## config.mk

```make
export PLATFORM = sky130hd
export DESIGN_NAME = obi_addr_demux
export DESIGN_NICKNAME = d
export VERILOG_FILES = /design/src/rtl/obi_demux_pkg.sv /design/src/rtl/obi_demux_tracker.sv /design/src/rtl/obi_addr_demux.sv
export SDC_FILE = /design/constraint.sdc
export NUM_CORES = 1
export LEC_CHECK = 0
export ABC_AREA = 1
export ABC_CLOCK_PERIOD_IN_PS = 5600
export CORE_AREA = 2 2 96 98
export CTS_BUF_LIST = sky130_fd_sc_hd__clkbuf_4 sky130_fd_sc_hd__clkbuf_8
export DETAILED_ROUTE_END_ITERATION = 10
export DIE_AREA = 0 0 98 100
export MAX_ROUTING_LAYER = met4
export PLACE_DENSITY = 0.67
export SYNTH_ARGS = -nofsm -noshare
export SYNTH_HDL_FRONTEND = slang
export SYNTH_SLANG_ARGS = --single-unit
export TNS_END_PERCENT = 20
```

## constraint.sdc

```tcl
create_clock -name clk_i -period 5.6 [get_ports clk_i]
set_input_delay 1.12 -clock clk_i [delete_from_list [all_inputs] [get_ports clk_i]]
set_output_delay 1.12 -clock clk_i [all_outputs]
set_load 0.05 [all_outputs]
```

## src/rtl/obi_demux_pkg.sv

```systemverilog
// Shared types for the OBI address demultiplexer.
// Target encoding and the error-response read data pattern.
package obi_demux_pkg;

    typedef enum logic [1:0] {
        TGT_A,
        TGT_B,
        TGT_ERR
    } obi_tgt_e;

    localparam logic [31:0] ERR_RDATA = 32'hBADC_AB1E;

endpackage

```

## src/rtl/obi_demux_tracker.sv

```systemverilog
// Outstanding-transaction tracker: count, last target, error pending.
// Optional macro OBI_DEMUX_ERR_EN adds the err_pend flop.
module obi_demux_tracker
    import obi_demux_pkg::*;
#(
    parameter int unsigned MAX_OUTSTANDING = 2
) (
    input  logic     clk_i,
    input  logic     rst_ni,
    input  obi_tgt_e tgt_i,
    input  logic     hs_i,
    input  logic     rsp_i,
    output logic     allowed_o,
    output obi_tgt_e last_tgt_o,
    output logic     busy_o,
    output logic     err_pend_o
);

    localparam int unsigned CW = $clog2(MAX_OUTSTANDING + 1);

    logic [CW-1:0] cnt_q, cnt_d;
    obi_tgt_e      last_tgt_q, last_tgt_d;

    // Next-state: count grants minus responses, remember last granted target
    always_comb begin
        cnt_d      = cnt_q;
        last_tgt_d = last_tgt_q;
        if (hs_i && !rsp_i) begin
            cnt_d = cnt_q + CW'(1);
        end else if (!hs_i && rsp_i) begin
            cnt_d = cnt_q - CW'(1);
        end
        if (hs_i) begin
            last_tgt_d = tgt_i;
        end
    end

    // State registers
    always_ff @(posedge clk_i or negedge rst_ni) begin
        if (!rst_ni) begin
            cnt_q      <= '0;
            last_tgt_q <= TGT_A;
        end else begin
            cnt_q      <= cnt_d;
            last_tgt_q <= last_tgt_d;
        end
    end

`ifdef OBI_DEMUX_ERR_EN
    logic err_pend_q, err_pend_d;

    // Error response is produced exactly one cycle after its grant
    always_comb begin
        err_pend_d = hs_i && (tgt_i == TGT_ERR);
    end

    // Error-pending register
    always_ff @(posedge clk_i or negedge rst_ni) begin
        if (!rst_ni) begin
            err_pend_q <= 1'b0;
        end else begin
            err_pend_q <= err_pend_d;
        end
    end

    assign err_pend_o = err_pend_q;
`else
    assign err_pend_o = 1'b0;
`endif

    // Only the current target may be granted while anything is in flight
    always_comb begin
        allowed_o = ((cnt_q == '0) || (tgt_i == last_tgt_q))
                    && (cnt_q < CW'(MAX_OUTSTANDING));
    end

    assign last_tgt_o = last_tgt_q;
    assign busy_o     = (cnt_q != '0);

endmodule

```

## src/rtl/obi_addr_demux.sv

```systemverilog
// OBI 1-to-2 address demux with in-order responses.
// Optional macro OBI_DEMUX_ERR_EN answers unmapped addresses internally.
module obi_addr_demux
    import obi_demux_pkg::*;
#(
    parameter int unsigned           ADDR_WIDTH      = 32,
    parameter int unsigned           DATA_WIDTH      = 32,
    parameter logic [ADDR_WIDTH-1:0] A_BASE          = 'h0000_0000,
    parameter logic [ADDR_WIDTH-1:0] A_SIZE          = 'h0010_0000,
    parameter logic [ADDR_WIDTH-1:0] B_BASE          = 'h1000_0000,
    parameter logic [ADDR_WIDTH-1:0] B_SIZE          = 'h0000_1000,
    parameter int unsigned           MAX_OUTSTANDING = 2
) (
    input  logic                    clk_i,
    input  logic                    rst_ni,
    input  logic                    s_req_i,
    input  logic [ADDR_WIDTH-1:0]   s_addr_i,
    input  logic                    s_we_i,
    input  logic [DATA_WIDTH/8-1:0] s_be_i,
    input  logic [DATA_WIDTH-1:0]   s_wdata_i,
    output logic                    s_gnt_o,
    output logic                    s_rvalid_o,
    output logic [DATA_WIDTH-1:0]   s_rdata_o,
    output logic                    s_err_o,
    output logic [ADDR_WIDTH-1:0]   m_addr_o,
    output logic                    m_we_o,
    output logic [DATA_WIDTH/8-1:0] m_be_o,
    output logic [DATA_WIDTH-1:0]   m_wdata_o,
    output logic                    m_req_a_o,
    input  logic                    m_gnt_a_i,
    input  logic                    m_rvalid_a_i,
    input  logic [DATA_WIDTH-1:0]   m_rdata_a_i,
    output logic                    m_req_b_o,
    input  logic                    m_gnt_b_i,
    input  logic                    m_rvalid_b_i,
    input  logic [DATA_WIDTH-1:0]   m_rdata_b_i
);

    obi_tgt_e              tgt;
    obi_tgt_e              last_tgt;
    logic                  allowed;
    logic                  busy;
    logic                  err_pend;
    logic                  hs;
    logic                  tgt_gnt;
    logic                  rv_sel;
    logic [DATA_WIDTH-1:0] rd_sel;
    logic [ADDR_WIDTH-1:0] a_off;
    logic [ADDR_WIDTH-1:0] b_off;
    logic                  a_hit;
    logic                  b_hit;

    // Region decode via offsets so base+size never overflows
    always_comb begin
        a_off = s_addr_i - A_BASE;
        b_off = s_addr_i - B_BASE;
        a_hit = (s_addr_i >= A_BASE) && (a_off < A_SIZE);
        b_hit = (s_addr_i >= B_BASE) && (b_off < B_SIZE);
        if (a_hit) begin
            tgt = TGT_A;
        end else if (b_hit) begin
            tgt = TGT_B;
        end else begin
`ifdef OBI_DEMUX_ERR_EN
            tgt = TGT_ERR;
`else
            tgt = TGT_B;
`endif
        end
    end

    obi_demux_tracker #(
        .MAX_OUTSTANDING (MAX_OUTSTANDING)
    ) u_trk (
        .clk_i      (clk_i),
        .rst_ni     (rst_ni),
        .tgt_i      (tgt),
        .hs_i       (hs),
        .rsp_i      (s_rvalid_o),
        .allowed_o  (allowed),
        .last_tgt_o (last_tgt),
        .busy_o     (busy),
        .err_pend_o (err_pend)
    );

    // Request steering and grant return; the ERR target grants itself
    always_comb begin
        m_req_a_o = s_req_i && allowed && (tgt == TGT_A);
        m_req_b_o = s_req_i && allowed && (tgt == TGT_B);
        case (tgt)
            TGT_A:   tgt_gnt = m_gnt_a_i;
            TGT_B:   tgt_gnt = m_gnt_b_i;
            default: tgt_gnt = 1'b1;
        endcase
        s_gnt_o = tgt_gnt && allowed;
        hs      = s_req_i && s_gnt_o;
    end

    assign m_addr_o  = s_addr_i;
    assign m_we_o    = s_we_i;
    assign m_be_o    = s_be_i;
    assign m_wdata_o = s_wdata_i;

    // Response mux: only the last granted target may answer
    always_comb begin
        case (last_tgt)
            TGT_A: begin
                rv_sel = m_rvalid_a_i;
                rd_sel = m_rdata_a_i;
            end
            TGT_B: begin
                rv_sel = m_rvalid_b_i;
                rd_sel = m_rdata_b_i;
            end
            default: begin
                rv_sel = err_pend;
                rd_sel = DATA_WIDTH'(ERR_RDATA);
            end
        endcase
        s_rvalid_o = rv_sel && busy;
        s_rdata_o  = s_rvalid_o ? rd_sel : '0;
        s_err_o    = s_rvalid_o && (last_tgt == TGT_ERR);
    end

`ifndef SYNTHESIS
    // Flag slave responses that arrive with nothing outstanding to them
    always_ff @(posedge clk_i) begin
        if (rst_ni) begin
            assert (!(m_rvalid_a_i && !(busy && last_tgt == TGT_A)))
            else $warning("obi_addr_demux: stray rvalid on port A dropped");
            assert (!(m_rvalid_b_i && !(busy && last_tgt == TGT_B)))
            else $warning("obi_addr_demux: stray rvalid on port B dropped");
        end
    end
`endif

endmodule

```

### Word-level counts from Yosys, hierarchy flattened

Cells that the tools add are included.

* register bits: 4
* latch bits: 0
* memory bits (writable): 0
* memory bits (read-only): 0
* bits of input ports: 140
* logic and storage cells: 37
* memories kept: 0

* $add $sub $neg: 2
* multipliers: 0
* div/mod/pow operators: 0
* magnitude comparators: 3
* equality and inequality tests: 4
* shift-type cells: 0
* muxes and demuxes: 7
* bitwise operators: 0
* reduce and logical (&&, ||, !) cells: 19

Operators with widths (count)
* one-hot mux 32 bit (2 select lines): 1
* >= comparator 32 x 1 -> 1 bit, second input constant: 1
* < comparator 32 x 21 -> 1 bit, second input constant: 1
* 2-to-1 mux 32 bit: 1
* logical AND 1 bit: 11
* logical NOT 2 bit: 3
* == test 2 x 1 -> 1 bit, second input constant: 2
* 2-to-1 mux 2 bit: 2
* one-hot mux 1 bit (2 select lines): 2
* nonzero test 2 bit: 2
* adder 2 x 1 -> 2 bit, second input constant: 1
* == test 1 x 2 -> 1 bit: 1
* == test 2 bit, second input constant: 1
* logical NOT 1 bit: 2
* < comparator 2 bit, second input constant: 1
* subtractor 2 x 1 -> 2 bit, second input constant: 1
* logical OR 1 bit: 1
* 2-to-1 mux 1 bit: 1

### Longest topological paths before layout

* depth in word-level cells: 12
* mapped depth: 12
* mapped depth without buffers: 12

### By module

From an unflattened synthesis, not the netlist that was laid out.

* cells, all modules: 223
* area total of the unflattened synthesis: 1400.1 um^2

By module, submodules not included
* obi_addr_demux: instances 1, cells an instance 189, area an instance 1154.9 um^2, seq. area each 0.0 um^2
* obi_demux_tracker: instances 1, cells an instance 34, area an instance 245.2 um^2, seq. area each 100.1 um^2

### Least setup slack after synthesis

Ideal clock, no wire load.

* path kind: input to output
* from: input m_rvalid_a_i
* to: output s_rdata_o[0]
* arrival time: 2.608 ns
* data required time: 4.480 ns
* path slack: 1.872 ns
* cell stages on the path: 4
* buffers on the path: 0
* cells stage by stage: nor2_1 nor3_4 inv_2 a21oi_1

* longest elaborated chain between the ends: 3

RTL lines
* start: declaration: line obi_addr_demux.sv:31 `input logic m_rvalid_a_i,`
* one-hot mux 1 bit (2 select lines): line obi_addr_demux.sv:106 `case (last_tgt)`
* logical AND 1 bit: line obi_addr_demux.sv:120 `s_rvalid_o = rv_sel && busy;`
* named net s_rvalid_o: line obi_addr_demux.sv:22 `output logic s_rvalid_o,`
* 2-to-1 mux 32 bit: line obi_addr_demux.sv:121 `s_rdata_o = s_rvalid_o ? rd_sel : '0;`
* end: declaration: line obi_addr_demux.sv:23 `output logic [DATA_WIDTH-1:0] s_rdata_o,`

The timed path passes the listed nets, and every way through them passes these cells.

### Worst setup path in the final report

* from: input m_rvalid_a_i
* to: output s_rdata_o[0]

* longest elaborated chain between the ends: 3

RTL lines (line)
* one-hot mux 1 bit (2 select lines): obi_addr_demux.sv:106
* logical AND 1 bit: obi_addr_demux.sv:120
* 2-to-1 mux 32 bit: obi_addr_demux.sv:121

Every way passes these cells.

==> impl_metrics.json <==
{
  "pre_cts_slack_ps": 1180,
  "finClkSkew_ps": 1.37,
  "port_buffers": 130,
  "finalPower_uw": 1190,
  "fmax_mhz": 228,
  "cts-root-buf": "clkbuf_8",
  "antenna_left": 0,
  "cts_buffer_depth": 2,
  "finalMaxSlewViolations": 0,
  "dp_cells": 385,
  "gr-usage-all-layers": 0.0921,
  "yosysWarnings": 0,
  "grt_pass1_wl_microns": 7410,
  "gp_congestion": 0.681,
  "synth_ff_type": "dfrtp_1",
  "post_cts_buffers": 0,
  "ctsResizeCount": 0,
  "setup_violations": 0,
  "timing.slew.headroom": 0.411,
  "slowest_stage": "clkdlybuf4s50_1",
  "start_util": 0.157,
  "worstPathRequired_ps": 4480,
  "crit_path_frequent_cell": "clkdlybuf4s50_1",
  "cp.arrival_ps": 3260,
  "final-seq-area_sq_um": 75.1,
  "multi_input_area_sq_um": 691,
  "via_per_inst": 3.93,
  "core_region_area_sq_mm": 0.00889,
  "final_core_util": 0.258,
  "hold_viol": 0,
  "path_cells": "clkdlybuf4s50_1, nor2_1, nor3_4, inv_2, a21oi_1, clkdlybuf4s50_1",
  "drt_iter0_drc": 41,
  "synth_cells": 223,
  "syn_nets": 364,
  "p_leak_uw": 0.000889,
  "maxCapViolCount": 0,
  "drt_pass1_iterations": 4,
  "grt_max_degree": 37,
  "grt_pass1_vias": 1517,
  "syn_to_final_growth_pct": 64.7,
  "tns_ps": 0,
  "ys_types": 21,
  "netlist_area_sq_mm": 0.00139,
  "finalWorstSetupSlack_ps": 1220,
  "worstPathMaxFanout": 33,
  "drive_above_1_share": 0.133,
  "synth_edf_count": 0,
  "synth_largest_area_cell": "buf_4",
  "crit_family": "buffers and inverters",
  "criticalPathCategory": "in -> out",
  "holdBufCountCts": 0,
  "antenna_found_initial": 0,
  "cts_sinks": 3,
  "synth_most_common_cell": "nand2_1",
  "overflow": 0,
  "outcome": "finished clean",
  "ys_seq_elements": 3,
  "syn_avg_cell_area_sq_um": 6.25,
  "clk_pin_slew_ps": 30,
  "period_needed_ps": 4380,
  "worstMarginPinSlew_ps": 883,
  "cts_buffers": 3,
  "wire_per_inst_microns": 12.1,
  "cts-htree-levels": 1,
  "async_flop_share": 1.00,
  "powerDensity_mw_per_mm2": 518,
  "drc": 0,
  "synth_top_area_frac": 0.377,
  "diodes": 0,
  "end_kind": "primary output",
  "peakVddDrop_v": 0.000211,
  "fill_cells": 981,
  "finalCritPeriodShare": 0.783,
  "routed_wirelength_microns": 4700,
  "hpwl_microns": 3710,
  "synth.top_cells.by_area": "buf_4 (38%), nand2_1 (20%), a21oi_2 (18%)",
  "vias": 1529,
  "io_pins": 246,
  "clk_latency_ps": 210,
  "crit_path_max_incr_delay_ps": 830,
  "synth_common_cells": "nand2_1 (74), buf_4 (70), a21oi_2 (29), nor2_1 (11), inv_1 (7)",
  "instances_no_fill": 389,
  "ys_seq_area_frac": 0.0539,
  "critPathBufInv": 3,
  "rsz0062_at_grt": "no",
  "die_w_microns": 98,
  "fp.dieH_microns": 100,
  "rows": 35,
  "nets": 420,
  "min_path_type": "reg -> reg",
  "die_area_sq_mm": 0.00980,
  "cts_tree": "yes",
  "cp-start-kind": "primary input"
}
-- through the flow --
| stage | hold slack (ps) | area (sq um) |
|---|---|---|
| floorplan | 488 | 1390 |
| global placement | 531 | 2250 |
| detailed placement | 562 | 2250 |
| CTS | 568 | 2300 |
| global route | 599 | 2300 |
| finish | 553 | 2300 |
-- cell type report --
| type | count | area share |
|---|---|---|
| Timing Repair Buffer | 131 | 0.570 |
| Multi-Input combinational cell | 131 | 0.301 |
| Tap cell | 111 | 0.0605 |
| Sequential cell | 3 | 0.0327 |
| Clock buffer | 4 | 0.0213 |
| Inverter | 9 | 0.0147 |
-- kinds of logic after synthesis --
kind of cell               Yosys count  share of synthesized area
and+or+nand+nor                     92                      0.265
adders and majority gates            1                    0.00898
DFF                                  3                     0.0539
xor gates and xnor gates             2                     0.0126
other                                1                    0.00269
buffers and inverters               89                      0.451
AOI/OAI and AO/OA                   35                      0.206
-- report_power, final --
group	total, uW	leakage, uW	internal [uW]	switching (uW)
clock	66.7	0.0000262	53.3	13.4
combinational	1080	0.000828	343	734
sequential	44.3	0.0000350	34.3	10.0
-- cell usage in the layout, fill, tap and decap left out, types with 2 or more instances in the layout --
cell / instances
clkdlybuf4s50_1: 130
nand2_1: 74
a21oi_2: 29
nor2_1: 11
inv_1: 7
a21oi_1: 4
nand3_1: 3
clkbuf_8: 3
dfrtp_1: 3
inv_2: 2
nand4_1: 2
-- worst paths after layout --
path                                  end  slack (ps)  depth (start not counted)                 from
setup / recovery             s_rdata_o[0]        1220                          6         m_rvalid_a_i
hold / removal             u_trk.cnt_q[0]         550                          1       u_trk.cnt_q[0]
setup reg to reg           u_trk.cnt_q[1]        3120                          8  u_trk.last_tgt_o[0]
hold reg to reg            u_trk.cnt_q[0]         550                          1       u_trk.cnt_q[0]
max in group asynchronous  u_trk.cnt_q[1]        4350                          1               rst_ni
min in group asynchronous  u_trk.cnt_q[0]        1100                          1               rst_ni
-- metal layers --
metal,GRT usage,share of wire,vias to the layer above
met5,-,0,-
met4,0.0427,0.045,0
met3,0.0174,0.091,26
met2,0.166,0.49,88
met1,0.0973,0.37,680
li1,-,-,735
-- state kept, by name, summed over array words and instances, names as in the netlist --
name / flops
u_trk.cnt_q: 2
u_trk.last_tgt_o: 1
No activity file was read; power rests on OpenSTA's default activity.
